## src/rtl/mux_oht_pkg.sv

```systemverilog
// Shared definitions for the pipelined one-hot mux tree.
//   tree_levels : number of SPLIT-way levels needed to reduce WIDTH entries,
//                 or -1 when WIDTH is not an exact power of SPLIT (or SPLIT<2)
//   popcount    : number of set bits in a register-placement mask (= latency)
//   hs_t        : handshake/status bundle {vld, hit}
package mux_oht_pkg;

    typedef struct packed {
        logic vld;
        logic hit;
    } hs_t;

    function automatic int tree_levels(input int unsigned width, input int unsigned split);
        int unsigned acc;
        int          lv;
        acc = 1;
        lv  = 0;
        if (split < 2 || width < 2) begin
            return -1;
        end
        while (acc < width) begin
            acc = acc * split;
            lv  = lv + 1;
        end
        return (acc == width) ? lv : -1;
    endfunction

    function automatic int unsigned popcount(input logic [31:0] mask, input int unsigned nbits);
        int unsigned cnt;
        cnt = 0;
        for (int unsigned i = 0; i < nbits && i < 32; i++) begin
            cnt = cnt + 32'(mask[i]);
        end
        return cnt;
    endfunction

endpackage

```

## src/rtl/mux_oht_base.sv

```systemverilog
// Combinational one-hot (AND-OR) mux node.
//   oht            : select vector, one bit per entry (multi-hot ORs entries)
//   ary            : packed array of WIDTH data entries
//   dat            : OR of all entries whose select bit is set; 0 when none
// IMPLEMENTATION 0 is a per-entry AND-OR; any other value builds the same
// function as a per-bit column reduction.
module mux_oht_base #(
    parameter int unsigned WIDTH          = 2,
    parameter type         DAT_T          = logic [7:0],
    parameter int unsigned IMPLEMENTATION = 0
) (
    input  logic [WIDTH-1:0] oht,
    input  DAT_T [WIDTH-1:0] ary,
    output DAT_T             dat
);

    localparam int unsigned DW = $bits(DAT_T);

    logic [WIDTH-1:0][DW-1:0] ary_v;
    logic [DW-1:0]            acc;

    assign ary_v = ary;
    assign dat   = DAT_T'(acc);

    if (IMPLEMENTATION == 0) begin : g_andor
        always_comb begin
            acc = '0;
            for (int unsigned i = 0; i < WIDTH; i++) begin
                acc = acc | (ary_v[i] & {DW{oht[i]}});
            end
        end
    end else begin : g_column
        for (genvar b = 0; b < DW; b++) begin : g_bit
            logic [WIDTH-1:0] col;
            for (genvar i = 0; i < WIDTH; i++) begin : g_ent
                assign col[i] = ary_v[i][b];
            end
            assign acc[b] = |(col & oht);
        end
    end

endmodule

```

## src/rtl/mux_oht_pipe_reg.sv

```systemverilog
// Generic valid/ready pipeline register carrying LANES hit bits and data words.
//   clk, rst_n     : clock, asynchronous active-low reset
//   vld_up/rdy_up  : upstream handshake (rdy_up = stage empty or draining)
//   hit_up/dat_up  : upstream payload
//   vld_dn/rdy_dn  : downstream handshake
//   hit_dn/dat_dn  : registered payload
// Full throughput without a skid buffer: ready passes backward combinationally.
module mux_oht_pipe_reg #(
    parameter type         DAT_T = logic [7:0],
    parameter int unsigned LANES = 1
) (
    input  logic                   clk,
    input  logic                   rst_n,
    input  logic                   vld_up,
    output logic                   rdy_up,
    input  logic [LANES-1:0]       hit_up,
    input  DAT_T [LANES-1:0]       dat_up,
    output logic                   vld_dn,
    input  logic                   rdy_dn,
    output logic [LANES-1:0]       hit_dn,
    output DAT_T [LANES-1:0]       dat_dn
);

    logic                 vld_q;
    logic [LANES-1:0]     hit_q;
    DAT_T [LANES-1:0]     dat_q;

    assign rdy_up = !vld_q || rdy_dn;
    assign vld_dn = vld_q;
    assign hit_dn = hit_q;
    assign dat_dn = dat_q;

    always_ff @(posedge clk or negedge rst_n) begin
        if (!rst_n) begin
            vld_q <= 1'b0;
            hit_q <= '0;
            dat_q <= '0;
        end else if (rdy_up) begin
            vld_q <= vld_up;
            // Payload only moves with a real item so idle cycles do not toggle it.
            if (vld_up) begin
                hit_q <= hit_up;
                dat_q <= dat_up;
            end
        end
    end

endmodule

```

## src/rtl/mux_oht_tree_pipe.sv

```systemverilog
// Pipelined one-hot select multiplexer tree.
//   clk, rst_n      : clock, asynchronous active-low reset
//   in_vld/in_rdy   : input handshake
//   oht             : WIDTH-bit one-hot (or zero / multi-hot) select
//   ary             : WIDTH data entries
//   out_vld/out_rdy : output handshake
//   out_hit         : OR-reduction of the transferred oht
//   out_dat         : selected data (OR of selected entries, 0 if none)
// Level l reduces WIDTH/SPLIT**l entries by SPLIT; REG_MASK[l] places a
// pipeline register after level l, otherwise the level is a pass-through.
module mux_oht_tree_pipe
    import mux_oht_pkg::*;
#(
    parameter type         DAT_T          = logic [8-1:0],
    parameter int unsigned WIDTH          = 32,
    parameter int unsigned SPLIT          = 2,
    parameter logic [31:0] REG_MASK       = '1,
    parameter int unsigned IMPLEMENTATION = 0
) (
    input  logic             clk,
    input  logic             rst_n,
    input  logic             in_vld,
    output logic             in_rdy,
    input  logic [WIDTH-1:0] oht,
    input  DAT_T             ary [WIDTH],
    output logic             out_vld,
    input  logic             out_rdy,
    output logic             out_hit,
    output DAT_T             out_dat
);

    localparam int LEVELS_RAW = tree_levels(WIDTH, SPLIT);
    // Clamp keeps the generate loops well-formed while the fatal below reports.
    localparam int LEVELS     = (LEVELS_RAW < 1) ? 1 : LEVELS_RAW;
    localparam int DW         = $bits(DAT_T);

    typedef logic [DW-1:0] dat_t;

    if (LEVELS_RAW < 1) begin : g_bad_cfg
        $fatal(1, "mux_oht_tree_pipe: WIDTH=%0d is not a power of SPLIT=%0d (SPLIT must be >= 2)",
               WIDTH, SPLIT);
    end

    for (genvar l = 0; l < LEVELS; l++) begin : g_lvl
        localparam int unsigned N_IN  = WIDTH / (SPLIT ** l);
        localparam int unsigned N_OUT = N_IN / SPLIT;

        logic              vld_i;
        logic              rdy_o;
        logic              rdy_i;
        logic              vld_o;
        logic [N_IN-1:0]   hit_i;
        dat_t [N_IN-1:0]   dat_i;
        logic [N_OUT-1:0]  hit_c;
        dat_t [N_OUT-1:0]  dat_c;
        logic [N_OUT-1:0]  hit_o;
        dat_t [N_OUT-1:0]  dat_o;

        if (l == 0) begin : g_src
            assign vld_i = in_vld;
            assign hit_i = oht;
            for (genvar j = 0; j < N_IN; j++) begin : g_leaf
                assign dat_i[j] = ary[j];
            end
        end else begin : g_src
            assign vld_i = g_lvl[l-1].vld_o;
            assign hit_i = g_lvl[l-1].hit_o;
            assign dat_i = g_lvl[l-1].dat_o;
        end

        if (l == LEVELS - 1) begin : g_sink
            assign rdy_i = out_rdy;
        end else begin : g_sink
            assign rdy_i = g_lvl[l+1].rdy_o;
        end

        for (genvar n = 0; n < N_OUT; n++) begin : g_node
            assign hit_c[n] = |hit_i[n*SPLIT +: SPLIT];
            mux_oht_base #(
                .WIDTH          (SPLIT),
                .DAT_T          (dat_t),
                .IMPLEMENTATION (IMPLEMENTATION)
            ) u_mux (
                .oht (hit_i[n*SPLIT +: SPLIT]),
                .ary (dat_i[n*SPLIT +: SPLIT]),
                .dat (dat_c[n])
            );
        end

        if (REG_MASK[l]) begin : g_reg
            mux_oht_pipe_reg #(
                .DAT_T (dat_t),
                .LANES (N_OUT)
            ) u_reg (
                .clk    (clk),
                .rst_n  (rst_n),
                .vld_up (vld_i),
                .rdy_up (rdy_o),
                .hit_up (hit_c),
                .dat_up (dat_c),
                .vld_dn (vld_o),
                .rdy_dn (rdy_i),
                .hit_dn (hit_o),
                .dat_dn (dat_o)
            );
        end else begin : g_thru
            assign vld_o = vld_i;
            assign rdy_o = rdy_i;
            assign hit_o = hit_c;
            assign dat_o = dat_c;
        end
    end

    hs_t out_hs;

    assign out_hs  = '{vld: g_lvl[LEVELS-1].vld_o, hit: g_lvl[LEVELS-1].hit_o[0]};
    assign in_rdy  = g_lvl[0].rdy_o;
    assign out_vld = out_hs.vld;
    assign out_hit = out_hs.hit;
    assign out_dat = DAT_T'(g_lvl[LEVELS-1].dat_o[0]);

endmodule

```

## config.mk

```make
export PLATFORM = sky130hd
export DESIGN_NAME = mux_oht_tree_pipe
export DESIGN_NICKNAME = d
export VERILOG_FILES = /design/src/rtl/mux_oht_pkg.sv /design/src/rtl/mux_oht_base.sv /design/src/rtl/mux_oht_pipe_reg.sv /design/src/rtl/mux_oht_tree_pipe.sv
export SDC_FILE = /design/constraint.sdc
export NUM_CORES = 1
export LEC_CHECK = 0
export CORE_ASPECT_RATIO = 1.1
export CORE_MARGIN = 1
export CORE_UTILIZATION = 35
export DETAILED_ROUTE_END_ITERATION = 6
export GPL_ROUTABILITY_DRIVEN = 0
export PLACE_DENSITY_LB_ADDON = 0.08
export SYNTH_ARGS = -nofsm -noshare
export SYNTH_HDL_FRONTEND = slang
export SYNTH_HIERARCHICAL = 1
export SYNTH_SLANG_ARGS = --single-unit
```

## constraint.sdc

```tcl
create_clock -name clk -period 1.7 [get_ports clk]
set_input_delay 0.51 -clock clk [delete_from_list [all_inputs] [get_ports clk]]
set_output_delay 0.51 -clock clk [all_outputs]
set_load 0.01 [all_outputs]
```

# [Word level (Yosys, flattened, before mapping)]
# Cells that the tools add are included.
# W data, S select, Z words.
[word_totals] word_cells=180 out_inout_bits=11 ff_bits=284 inputBits=292
[classes] n_reduce_logical=46 bitwise=93
[ops] cell="$and A8 B8 Y8" n=62
[ops] cell="$or A8 B8 Y8" n=31
[ops] cell="$reduce_or A2 Y1" n=31
[ops] cell="$reduce_and A2 Y1" n=5
[ops] cell="$logic_not A1 Y1" n=5
[ops] cell="$logic_or A1 B1 Y1" n=5

# [Logic depth before layout (Yosys ltp)]
[logic_depth] depth_word=7 depth_mapped=9 depth_no_buf=7

# [Cells and area by module]
# The synthesis kept the hierarchy.
[modules_own_cells] mod="mux_oht_pipe_reg at g_lvl[0].g_reg.u_reg" seq_area_each_um2=3628.5 area_per_inst_um2=5620.4 instances=1 cells_each=307
[modules_own_cells] mod="mux_oht_pipe_reg at g_lvl[1].g_reg.u_reg" seq_area_each_um2=1826.8 area_per_inst_um2=3010.4 instances=1 cells_each=155
[modules_own_cells] mod="mux_oht_base" seq_area_each_um2=0.0 area_per_inst_um2=92.6 instances=31 cells_each=10
[modules_own_cells] mod="mux_oht_pipe_reg at g_lvl[2].g_reg.u_reg" seq_area_each_um2=925.9 area_per_inst_um2=1508.9 instances=1 cells_each=79
[modules_own_cells] mod="mux_oht_pipe_reg at g_lvl[3].g_reg.u_reg" seq_area_each_um2=475.5 area_per_inst_um2=758.2 instances=1 cells_each=41
[modules_own_cells] mod="mux_oht_pipe_reg at g_lvl[4].g_reg.u_reg" seq_area_each_um2=250.2 area_per_inst_um2=425.4 instances=1 cells_each=22
[modules_own_cells] mod="mux_oht_tree_pipe" seq_area_each_um2=0.0 area_per_inst_um2=193.9 instances=1 cells_each=31

# [Worst setup path before layout]
# No wires, ideal clock.
[synth_path] path_kind="input to register" from="input port out_rdy" to="register g_lvl[0].g_reg.u_reg.dat_q (netlist bit g_lvl[0].g_reg.u_reg/dat_dn[0])" required_time_ps=1575 setup_time_ps=125 path_slack_ps=-476 stages=9 path_buffers=2 arrival_time_ps=2051 path_cell_list="nand2b_4 -> nand2b_4 -> nand2b_4 -> nand2b_4 -> nand2b_4 -> nand2_2 -> buf_6 -> buf_6 -> mux2_4"
[synth_via] elab_chain_cells=6
[synth_rtl] element="start, declared" line="mux_oht_tree_pipe.sv:27" source="input logic out_rdy,"
[synth_rtl] element="$logic_or A1 B1 Y1 (2 in series)" line="mux_oht_pipe_reg.sv:28" source="assign rdy_up = !vld_q || rdy_dn;"
[synth_rtl] element="via g_lvl[2].rdy_i" line="mux_oht_tree_pipe.sv:50" source="logic rdy_i;"
[synth_rtl] element="$logic_or A1 B1 Y1" line="mux_oht_pipe_reg.sv:28"
[synth_rtl] element="via g_lvl[1].rdy_i" line="mux_oht_tree_pipe.sv:50"
[synth_rtl] element="$logic_or A1 B1 Y1" line="mux_oht_pipe_reg.sv:28"
[synth_rtl] element="via g_lvl[0].rdy_i" line="mux_oht_tree_pipe.sv:50"
[synth_rtl] element="$logic_or A1 B1 Y1" line="mux_oht_pipe_reg.sv:28"
[synth_rtl] element="via in_rdy" line="mux_oht_tree_pipe.sv:23" source="output logic in_rdy,"
[synth_rtl] element="$reduce_and A2 Y1 (no source line)"
[synth_rtl] element="end signal, assigned" line="mux_oht_pipe_reg.sv:43" source="dat_q <= dat_up;"
[synth_rtl] element="end, declared" line="mux_oht_pipe_reg.sv:26" source="DAT_T [LANES-1:0] dat_q;"
# The timed path passes the listed nets, and every way through them passes these cells.
# A chain may end at the register's enable or synchronous reset.

# [Final worst setup path]
[layout_path] from="register g_lvl[4].g_reg.u_reg.vld_q" to="output port in_rdy"
[layout_via] elab_chain_cells=6
[layout_rtl] element="start, declared" line="mux_oht_pipe_reg.sv:24" source="logic vld_q;"
[layout_rtl] element="start signal, assigned" line="mux_oht_pipe_reg.sv:39" source="vld_q <= vld_up;"
[layout_rtl] element="$logic_not A1 Y1" line="mux_oht_pipe_reg.sv:28"
[layout_rtl] element="$logic_or A1 B1 Y1" line="mux_oht_pipe_reg.sv:28"
[layout_rtl] element="via g_lvl[3].rdy_i" line="mux_oht_tree_pipe.sv:50"
[layout_rtl] element="$logic_or A1 B1 Y1" line="mux_oht_pipe_reg.sv:28"
[layout_rtl] element="via g_lvl[2].rdy_i" line="mux_oht_tree_pipe.sv:50"
[layout_rtl] element="$logic_or A1 B1 Y1" line="mux_oht_pipe_reg.sv:28"
[layout_rtl] element="via g_lvl[1].rdy_i" line="mux_oht_tree_pipe.sv:50"
[layout_rtl] element="$logic_or A1 B1 Y1" line="mux_oht_pipe_reg.sv:28"
[layout_rtl] element="via g_lvl[0].rdy_i" line="mux_oht_tree_pipe.sv:50"
[layout_rtl] element="$logic_or A1 B1 Y1" line="mux_oht_pipe_reg.sv:28"
[layout_rtl] element="end, declared" line="mux_oht_tree_pipe.sv:23"
# The timed path passes the listed nets, and every way through them passes these cells.

==> reports/results.txt <==
Run status = complete, but fails checks
Violated checks = negative setup slack
Routed via count divided by cell count = 4.95
Number of violations of the max-capacitance limit = 0
Combined global-route utilization of all metal layers = 16.7%
Synthesized-area fraction occupied by ao, oa, aoi and oai cells = 15.1%
Syn Std Cell Area = 14400 sq um
Post-layout util = 48.0%
Most used cells in the layout excluding fill and tap cells = sky130_fd_sc_hd__clkdlybuf4s50_1 (289), sky130_fd_sc_hd__dfrtp_1 (284), sky130_fd_sc_hd__a22o_1 (248)
Vias post-DR = 8937
Clock-pin slew on the worst setup and hold paths = 60 ps
Worst endpoint required time = 1190 ps
Total of fill cells in the finished design = 3655
Headroom to the max-slew limit = 56.2%
Cell at the root of the clock tree = sky130_fd_sc_hd__clkbuf_16
Cell chain of the critical path = nand2b_4, nand2b_4, nand2b_4, nand2b_4, nand2b_4, buf_6
Final clock skew = 11.8 ps
Final nets = 1564
Register bit total from synthesis = 284
Source of the worst register-to-register timing path = g_lvl[4].g_reg.u_reg/vld_dn
Unique masters post-synth = 12
Share of synthesized area occupied by flip-flops and latches = 49.4%
Antenna diode count = 0
Tightest Pin Transition = 655 ps
Sequential cell area in the final layout = 7110 sq um
Inserted Clock Buffers = 35
Setup repair after global routing missed its margin = true
Proportion of layout cells with a drive suffix above 1 = 32.4%
Slowest-stage cell, CP = sky130_fd_sc_hd__dfrtp_1
Number of top-level pins = 303
Clock tree from TritonCTS = built
Site Rows = 77
Mapped Avg Cell Area = 15.2 sq um
Final hold violations = 0
Sum of net half-perimeters after detailed placement = 23500 microns
Worst supply voltage drop on vdd = 0.616 mV
Placeable Area = 40400 sq um
Multiplexer area fraction after synthesis = 26.5%
Arrival @ worst endpoint = 1610 ps
Fraction of the mapped netlist area in simple logic gates = 2.46%
Area added between synthesis and finish = 34.7%
Synth warnings = 6
Achievable clock frequency = 0.471 GHz
Routed wire length = 34700 microns
Critical path's top delay family = simple AND/OR/NAND/NOR gates
Area enclosed by the die boundary = 41900 sq um
Port bufs = 302
Horizontal die dimension = 195 microns
Later-pin clock latency in the skew report = 500 ps
Most common cell after layout, fill and taps aside = sky130_fd_sc_hd__clkdlybuf4s50_1
Pwr per Cell Area = 1160 nW/um^2
Post-Syn Instances = 945
Min cycle time layout = 2120 ps
Initial Util = 35.6%
Static Leakage = 8.44 nW
Number of buffer and inverter stages on the critical path = 1
Worst min path class = in -> async
Max-slew violation count = 0
Most frequent cell on the critical path = sky130_fd_sc_hd__nand2b_4
Antenna viol nets, final = 0
Overflow left after global routing = 0
Crit path setup slack, layout = -424 ps
Global-route wire length before repair = 55700 microns
First DRT Iteration DRCs = 244
WL per Instance = 19.2 microns
Adder and majority gate portion of the synthesized area = 0%
Worst setup path class = reg -> out
Vias in the first global route = 9835
Critical Path Sink Type = primary output
Combinational family with the most area after synthesis = multiplexers
DR DRC count = 0
Detailed-router iteration count before antenna repair = 4
Vertical die dimension = 215 microns
Crit-path max cell delay = 390 ps
Post-synthesis share of cell area spent on xor and xnor gates = 0%
Initial antenna violation count = 0
Max Root-Sink Buffers = 3
Critical Path Source = g_lvl[4].g_reg.u_reg/vld_dn
Multi-input gate area in the final layout = 6390 sq um
Startpoint type of the worst setup path = flop
H-tree levels = 2
Synthesized net count = 1237
Setup slack after placement = -961 ps
Minimum hold slack = 459 ps
Top fanout value on the critical path = 2
Largest net degree at the start of global routing = 70
Setup-failing EPs final = 244
Sink Count = 284
Share of the cycle needed by the critical path after routing = 125%
## layout make-up
type / count / share of cell area (%)
tap: 513 / 3.31
sequential: 284 / 36.7
clock inverter: 7 / 0.568
multi-input combinational: 575 / 33.0
timing repair buffer: 376 / 21.0
clock buffer: 52 / 5.43
## path summary, 6_finish.rpt
path                            cells after the start  slack (ps)                              end
worst max-delay path                                6        -420                           in_rdy
worst min-delay path                                2         460  g_lvl[0].g_reg.u_reg/hit_dn[15]
worst max register to register                     10        -410  g_lvl[0].g_reg.u_reg/dat_dn[23]
worst min register to register                      1         500  g_lvl[0].g_reg.u_reg/dat_dn[72]
max in group asynchronous                           3         530   g_lvl[0].g_reg.u_reg/hit_dn[3]
min in group clk                                    1         500  g_lvl[0].g_reg.u_reg/dat_dn[72]
## sequential cells by signal, summed over array words and instances (netlist names)
name                      cells
g_lvl.g_reg.u_reg/hit_dn     31
g_lvl.g_reg.u_reg/dat_dn    248
g_lvl.g_reg.u_reg/vld_dn      5
## power by group
| part | switching [W] | internal [W] | total [W] |
|---|---|---|---|
| registers | 0.00118 | 0.00830 | 0.00948 |
| clock network | 0.00277 | 0.00471 | 0.00748 |
| logic | 0.00166 | 0.00379 | 0.00546 |
| total | 0.00561 | 0.0168 | 0.0224 |
## logic make-up (layout without fill, tap and decap cells)
family,count (synthesis),after routing
flops,284,284
compound gates,248,248
buf+inv,88,435
simple gates,46,48
mux,279,279
## through the flow
| stage | std cells | cell area (sq um) | setup TNS, ps | total power [W] |
|---|---|---|---|---|
| after floorplan | 945 | 14500 | -71520 | 0.0130 |
| after global placement | 1720 | 17600 | -194470 | 0.0147 |
| after detailed placement | 1720 | 17600 | -192370 | 0.0148 |
| after CTS | 1804 | 19300 | -64830 | 0.0228 |
| after global routing | 1807 | 19400 | -79260 | 0.0236 |
| final | 1807 | 19400 | -66020 | 0.0224 |
## per-layer routing
metal / track usage [%] / wire length, microns
met1: 23.9 / 16800
met2: 26.9 / 16100
met3: 2.37 / 1310
met4: 3.44 / 489
met5: 0 / 0
## worst register-to-register path: stages (launching register included)
cell and delay [ps]:
sky130_fd_sc_hd__dfrtp_1 390, sky130_fd_sc_hd__nand2b_4 70, sky130_fd_sc_hd__nand2b_4 130, sky130_fd_sc_hd__nand2b_4 130
sky130_fd_sc_hd__nand2b_4 130, sky130_fd_sc_hd__nand2b_4 140, sky130_fd_sc_hd__buf_4 200, sky130_fd_sc_hd__nand2_8 160
sky130_fd_sc_hd__buf_4 180, sky130_fd_sc_hd__buf_8 130, sky130_fd_sc_hd__mux2_2 330
## synth_stat cells, drive strengths merged
master,number,area share [%]
a22o,248,15
buf,88,6.5
dfrtp,284,49
mux2,279,27
nand2,5,0.42
nand2b,10,0.70
or2,31,1.3
## what timing repair did
item	CTS	global route
buffers inserted	14	3
endpoints found under the hold margin	15	0
cloned	10	0
hold buffers	1	0
resized for setup	55	2
endpoints found under the setup margin	227	220
Power figures use the tool's default switching activity.
